### src/rtl/wishbone_master_bridge.sv
// rtl/wishbone_master_bridge.sv - single-transfer classic Wishbone initiator bridging a command/response stream
//
// Purpose: takes one command from the req_* valid/ready stream, runs exactly one
// classic Wishbone cycle for it, and returns read data / error status on the rsp_*
// valid/ready stream. Only one transfer is ever outstanding.
//
// Optional feature: define WB_MASTER_TIMEOUT_EN to abort a bus cycle that sees no
// ack/err within TIMEOUT_CYCLES bus cycles. Without it the bus waits indefinitely
// and rsp_timeout is constant 0.
//
// Ports:
//   clk, rst                      clock, synchronous active-high reset
//   req_valid/req_ready           command handshake
//   req_we/req_adr/req_sel/req_dat command fields, latched on accept
//   rsp_valid/rsp_ready           response handshake
//   rsp_dat/rsp_err/rsp_timeout   response fields, held until consumed
//   wb_cyc/wb_stb/wb_we/wb_adr/wb_sel/wb_dat_mosi   bus outputs (all registered)
//   wb_dat_miso/wb_ack/wb_err     bus inputs from the slaves
module wishbone_master_bridge #(
    parameter int TIMEOUT_CYCLES = 255
) (
    input  logic        clk,
    input  logic        rst,
    input  logic        req_valid,
    output logic        req_ready,
    input  logic        req_we,
    input  logic [31:0] req_adr,
    input  logic [3:0]  req_sel,
    input  logic [31:0] req_dat,
    output logic        rsp_valid,
    input  logic        rsp_ready,
    output logic [31:0] rsp_dat,
    output logic        rsp_err,
    output logic        rsp_timeout,
    output logic        wb_cyc,
    output logic        wb_stb,
    output logic        wb_we,
    output logic [31:0] wb_adr,
    output logic [3:0]  wb_sel,
    output logic [31:0] wb_dat_mosi,
    input  logic [31:0] wb_dat_miso,
    input  logic        wb_ack,
    input  logic        wb_err
);

    typedef enum logic [1:0] {
        IDLE = 2'd0,
        BUS  = 2'd1,
        RESP = 2'd2
    } state_t;

    state_t state;

`ifdef WB_MASTER_TIMEOUT_EN
    localparam int               CNT_W    = $clog2(TIMEOUT_CYCLES + 1);
    // Abort on the bus cycle whose increment would bring the count to TIMEOUT_CYCLES,
    // so the cycle is dropped after exactly TIMEOUT_CYCLES silent bus cycles.
    localparam logic [CNT_W-1:0] CNT_LAST = CNT_W'(TIMEOUT_CYCLES - 1);

    logic [CNT_W-1:0] tmo_cnt;
`else
    // Timeout logic is compiled out; the comparison is always false and keeps the
    // parameter referenced in this build.
    assign rsp_timeout = (TIMEOUT_CYCLES < 0);
`endif

    always_ff @(posedge clk) begin
        if (rst) begin
            state       <= IDLE;
            wb_cyc      <= 1'b0;
            wb_stb      <= 1'b0;
            wb_we       <= 1'b0;
            wb_adr      <= '0;
            wb_sel      <= '0;
            wb_dat_mosi <= '0;
            req_ready   <= 1'b1;
            rsp_valid   <= 1'b0;
            rsp_dat     <= '0;
            rsp_err     <= 1'b0;
`ifdef WB_MASTER_TIMEOUT_EN
            rsp_timeout <= 1'b0;
            tmo_cnt     <= '0;
`endif
        end else begin
            case (state)
                IDLE: begin
                    // req_ready is high throughout IDLE, so req_valid alone is the accept.
                    if (req_valid) begin
                        wb_cyc      <= 1'b1;
                        wb_stb      <= 1'b1;
                        wb_we       <= req_we;
                        wb_adr      <= req_adr;
                        wb_sel      <= req_sel;
                        wb_dat_mosi <= req_dat;
                        req_ready   <= 1'b0;
                        state       <= BUS;
`ifdef WB_MASTER_TIMEOUT_EN
                        tmo_cnt     <= '0;
`endif
                    end
                end

                BUS: begin
                    // Drop cyc on the very edge that sees ack/err so a slave that only
                    // acks while ack is low cannot produce a second ack.
                    if (wb_ack || wb_err) begin
                        wb_cyc    <= 1'b0;
                        wb_stb    <= 1'b0;
                        rsp_valid <= 1'b1;
                        rsp_err   <= wb_err;
                        rsp_dat   <= (wb_err || wb_we) ? 32'h0 : wb_dat_miso;
`ifdef WB_MASTER_TIMEOUT_EN
                        rsp_timeout <= 1'b0;
`endif
                        state     <= RESP;
                    end
`ifdef WB_MASTER_TIMEOUT_EN
                    else if (tmo_cnt == CNT_LAST) begin
                        wb_cyc      <= 1'b0;
                        wb_stb      <= 1'b0;
                        rsp_valid   <= 1'b1;
                        rsp_err     <= 1'b1;
                        rsp_timeout <= 1'b1;
                        rsp_dat     <= '0;
                        state       <= RESP;
                    end else begin
                        tmo_cnt <= tmo_cnt + CNT_W'(1);
                    end
`endif
                end

                RESP: begin
                    // Late or stray ack/err are ignored here; only the consumer matters.
                    if (rsp_ready) begin
                        rsp_valid <= 1'b0;
                        req_ready <= 1'b1;
                        state     <= IDLE;
                    end
                end

                default: begin
                    wb_cyc    <= 1'b0;
                    wb_stb    <= 1'b0;
                    rsp_valid <= 1'b0;
                    req_ready <= 1'b1;
                    state     <= IDLE;
                end
            endcase
        end
    end

endmodule

### config.mk
export PLATFORM = sky130hd
export DESIGN_NAME = wishbone_master_bridge
export DESIGN_NICKNAME = d
export VERILOG_FILES = /design/src/rtl/wishbone_master_bridge.sv
export SDC_FILE = /design/constraint.sdc
export NUM_CORES = 1
export LEC_CHECK = 0
export ABC_AREA = 1
export ABC_CLOCK_PERIOD_IN_PS = 1300
export BUFFER_PORTS_ARGS = -buffer_cell sky130_fd_sc_hd__buf_2
export CORE_AREA = 5 5 98 100
export CTS_BUF_LIST = sky130_fd_sc_hd__clkbuf_4 sky130_fd_sc_hd__clkbuf_8
export DETAILED_ROUTE_END_ITERATION = 16
export DIE_AREA = 0 0 103 105
export PLACE_DENSITY = 0.78
export SETUP_SLACK_MARGIN = 0.05
export SLEW_MARGIN = 15
export SYNTH_ARGS = -nofsm -noshare
export SYNTH_HDL_FRONTEND = slang
export SYNTH_SLANG_ARGS = --single-unit
### constraint.sdc
create_clock -name clk -period 1.3 [get_ports clk]
set_input_delay 0.065 -clock clk [delete_from_list [all_inputs] [get_ports clk]]
set_output_delay 0.065 -clock clk [all_outputs]
set_load 0.02 [all_outputs]
# --- Word-level counts from Yosys, hierarchy flattened ---
# Index checks and enable logic that the tools add are counted.
op_classes:
  magnitude_cmp: 0
  shifts: 0
  n_addsub: 0
  n_reduce_logical: 9
  n_div: 0
  multipliers: 0
  n_bitwise: 3
  mux: 14
  n_eq_ne: 5
op_table:
  columns: ["cell", "count"]
  rows:
  - ["$mux W32", 1]
  - ["$reduce_and A3 Y1", 4]
  - ["$pmux W1 S3", 3]
  - ["$mux W1", 6]
  - ["$mux W2", 3]
  - ["$ne A2 B2 Y1 const B", 3]
  - ["$pmux W2 S3", 1]
  - ["$reduce_and A2 Y1", 2]
  - ["$not A1 Y1", 3]
  - ["$eq A2 B1 Y1 const B", 1]
  - ["$eq A2 B2 Y1 const B", 1]
  - ["$logic_not A2 Y1", 1]
  - ["$logic_or A1 B1 Y1", 2]
word_totals:
  output_inout_bits: 107
  word_cells: 41
  regBits: 107
  romBits: 0
  mem_count: 0
  mem_bits_rw: 0
  latch_bits: 0

# --- Logic depth before layout (Yosys ltp) ---
logic_depth:
  ltp_word: 3
  mapped_depth: 7
  depth_no_buf: 6

# --- Worst setup path before layout ---
# No wires, ideal clock.
synth_path:
  kind: "reg2reg"
  start: "register wb_we"
  end: "register rsp_dat[0]"
  setup_ps: 70
  t_arrival_ps: 1093
  setup_slack_ps: 137
  synth_period_minus_slack_ps: 1163
  path_stages_with_launch: 5
  cell_sequence: "dfxtp_1 nor2_1 clkbuf_1 nand3_1 a21oi_1"
synth_via:
  elab_chain_len: 2
synth_lines:
  columns: ["element", "line", "text"]
  rows:
  - ["start: declaration", "37", "output logic wb_we,"]
  - ["start signal: assignment", "91", "wb_we <= req_we;"]
  - ["$logic_or A1 B1 Y1", "111", "rsp_dat <= (wb_err || wb_we) ? 32'h0 : wb_dat_miso;"]
  - ["$mux W32", "111", null]
  - ["end signal: assignment", "111", null]
  - ["end: declaration", "32", "output logic [31:0] rsp_dat,"]
# No other way between the ends.
# A chain may end at the register's enable or synchronous reset.

# --- Worst setup path after layout ---
layout_path:
  start: "register state[0]"
  end: "register wb_adr[11]"
layout_via:
  elab_chain_len: 2
layout_lines:
  columns: ["element", "line", "text"]
  rows:
  - ["start: declaration", "52", "state_t state;"]
  - ["start signal: assignment", "69", "state <= IDLE;"]
  - ["start signal: assignment", "96", "state <= BUS;"]
  - ["start signal: assignment", "115", "state <= RESP;"]
  - ["$logic_not A2 Y1", "85", "case (state)"]
  - ["$reduce_and A2 Y1 (no source line)", null, null]
  - ["end signal: assignment", "92", "wb_adr <= req_adr;"]
  - ["end: declaration", "38", "output logic [31:0] wb_adr,"]
# No other way between the ends.

==> metrics <==
CP Launch Point state[0]$_SDFFE_PP0P_; yosys warns 0; R2R cell count 7; total global-route track usage 24.2%; Max Cap Viol 0; area leader, netlist dfxtp_1; Clock Tree Buf Depth 2; leading cell type in the layout, fill and taps excluded buf_2; latest clock arrival within the worst-skew pair between 0.3 and 0.4 ns; end of the critical path wb_adr[11]$_SDFFE_PP0P_; Pleak 3.03 nW; vias per cell 5.10; via count 4,566; Syn Inst Count 480; Final HPWL DP 8080 um; top cells by area, synth dfxtp_1, nor2_1, o21ai_0; largest net degree at the start of global routing 40; Worst Skew ~0.012 ns; final layout net count roughly 890; IO Count between 200 and 250; H-tree Lvls 3; vias in the first global route 4,598; WP data required approximately 1.5 ns; CP Capture Type flip-flop; Cell Rows 34; Period minus WS final ~1.3 ns; routability cong. around 0.78; max frequency just under 0.8 GHz; Synth top area share between 50% and 60%; final setup TNS 0 ns; Starting Density between 40% and 50%; CTS Buf Count 9; Worst-path clk slew ~0.09 ns; first-pass GRT wire length approximately 22,000 um; CTS tree built; peak supply drop between 0.7 and 0.8 mV; CORE AREA approximately 8600 um2; DIE AREA about 11,000 um2; Antenna Violating Nets Remaining 0; Pins Over Slew Limit 0; reg2reg end wb_adr[11]$_SDFFE_PP0P_; power per cell area around 1200 nW/um2; final hold violation count 0; Seq/Total Area, Yosys a little under three fifths; synth unique cells 20; Setup crit start kind flip-flop; die width 103 um; Worst Hold Class input port to flip-flop; Syn Std Cell Area 3840 um2; share of layout cells above drive strength 1 33.3%; WS Path Type flip-flop to flip-flop; n_diodes 0; gr ovfl total 0; unrepaired setup endpoints after global routing yes; first-pass detailed-route iteration total 4; Critical R2R Launch state[0]$_SDFFE_PP0P_; worst hold margin about 0.020 ns; CTS root buffer clkbuf_8; final WL between 10,000 and 15,000 um; die height about 110 um; # setup viols final 0; Pwr Total roughly 7.4 mW; DRC Markers 0; area grow syn2layout 63.6%; CP Max Fanout 39; met2 WL post-DR approximately 6900 um; Routed wire per std cell between 15 and 20 um; outcome completed; met1 WL approximately 5000 um; most frequent cells in the layout buf_2, nor2_1, dfxtp_1, dlygate4sd3_1, o21ai_0; initial antenna violation count 0; Initial DRC Count between 150 and 200; Mapped Nets 587; Mean Syn Cell Area 8.00 um2; met3 wire len around 1500 um; Seq cells post-synth roughly 110; Arrival @ worst endpoint 1.50 ns; FF-to-FF setup slack 0.02 ns; Final Cycle Share a little over nine tenths; PortBufs around 210; Clock Sinks 107; DR top layer met4
layout make-up:
| class | count | area (um2) |
|---|---|---|
| clock buffer | 13 | 166 |
| clock inverter | 3 | 46.3 |
| fill | 600 | 2310 |
| inverter | 7 | 28.8 |
| multi-input combinational | 330 | 1480 |
| sequential | 107 | 2140 |
| tap | 108 | 135 |
| timing repair buffer | 327 | 2280 |
flip-flops by register name, summed over array words and instances (netlist names):
name	count
rsp_err	1
wb_stb	1
rsp_dat	32
wb_dat_mosi	32
wb_we	1
state	2
wb_sel	4
req_ready	1
wb_adr	32
rsp_valid	1
stage by stage:
stage                     util (%)  setup WS, ns  std cells  cell area [um2]
final                         73.1        0.0201        895             6280
after global routing          73.1       -0.0516        895             6280
after CTS                     72.3        0.0332        893             6210
after detailed placement      58.0        0.0226        777             4990
after global placement        58.0        0.0960        777             4990
after floorplan                  -         0.137        480             3840
where the power goes:
group | switching [mW] | internal, mW | total (mW)
combinational | 0.952 | 0.713 | 1.66
clock | 1.05 | 1.05 | 2.09
sequential | 0.128 | 3.52 | 3.65
total | 2.13 | 5.28 | 7.40
synth_stat cells:
master    count
inv_4         1
a21oi_1      37
buf_6         3
clkbuf_1     12
inv_1         4
dfxtp_1     107
buf_8         2
buf_4         3
nand2_1      40
nor2_8        1
nor2_1      141
nor2_4        2
o21ai_1      10
o21ai_2       1
o21ai_0      60
nand3_1      36
inv_2         2
conb_1        1
buf_2        16
nor2_2        1
worst min-delay path by stage:
stage	cells after the start	to	slack (ns)	startpoint
after CTS	3	rsp_err$_SDFFE_PP0P_	0.009	wb_err
after floorplan	2	wb_adr[0]$_SDFFE_PP0P_	0.20	req_adr[0]
after global routing	3	rsp_dat[23]$_SDFFE_PP0P_	0.02	wb_dat_miso[23]
after detailed placement	3	wb_adr[27]$_SDFFE_PP0P_	0.29	req_adr[27]
final	3	rsp_dat[23]$_SDFFE_PP0P_	0.02	wb_dat_miso[23]
after global placement	3	wb_dat_mosi[22]$_SDFFE_PP0P_	0.29	req_dat[22]
worst max-delay path, stage by stage (launching register included):
cell and delay, ns:
dfxtp_2 0.34, nor2_2 0.14, inv_2 0.08, nor2_8 0.15, inv_4 0.06, buf_12 0.17, nor2_1 0.13, nor2_1 0.08
kinds of logic after synthesis:
logic type             count (synthesis)  synth area share, %
flip-flops                           107                 55.8
AND/OR/NAND/NOR                      221                 23.7
AO/OA/AOI/OAI                        108                 14.2
buffers and inverters                 43                 6.26
other                                  1               0.0977
what timing repair did:
action | 4_1_cts | 5_1_grt
buffers inserted | 0 | 1
cloned | 0 | 1
endpoints found under the hold margin | 100 | 0
resized for setup | 4 | 12
hold buffers | 100 | 0
pin swaps | 0 | 3
endpoints found under the setup margin | 41 | 103
layer usage:
layer / track usage, % / vias up
li1: - / 2155
met1: 27.7 / 2101
met2: 42.5 / 273
met3: 6.26 / 37
met4: 9.16 / 0
met5: 0 / -
Note: power is estimated with default switching activity, not from simulation.
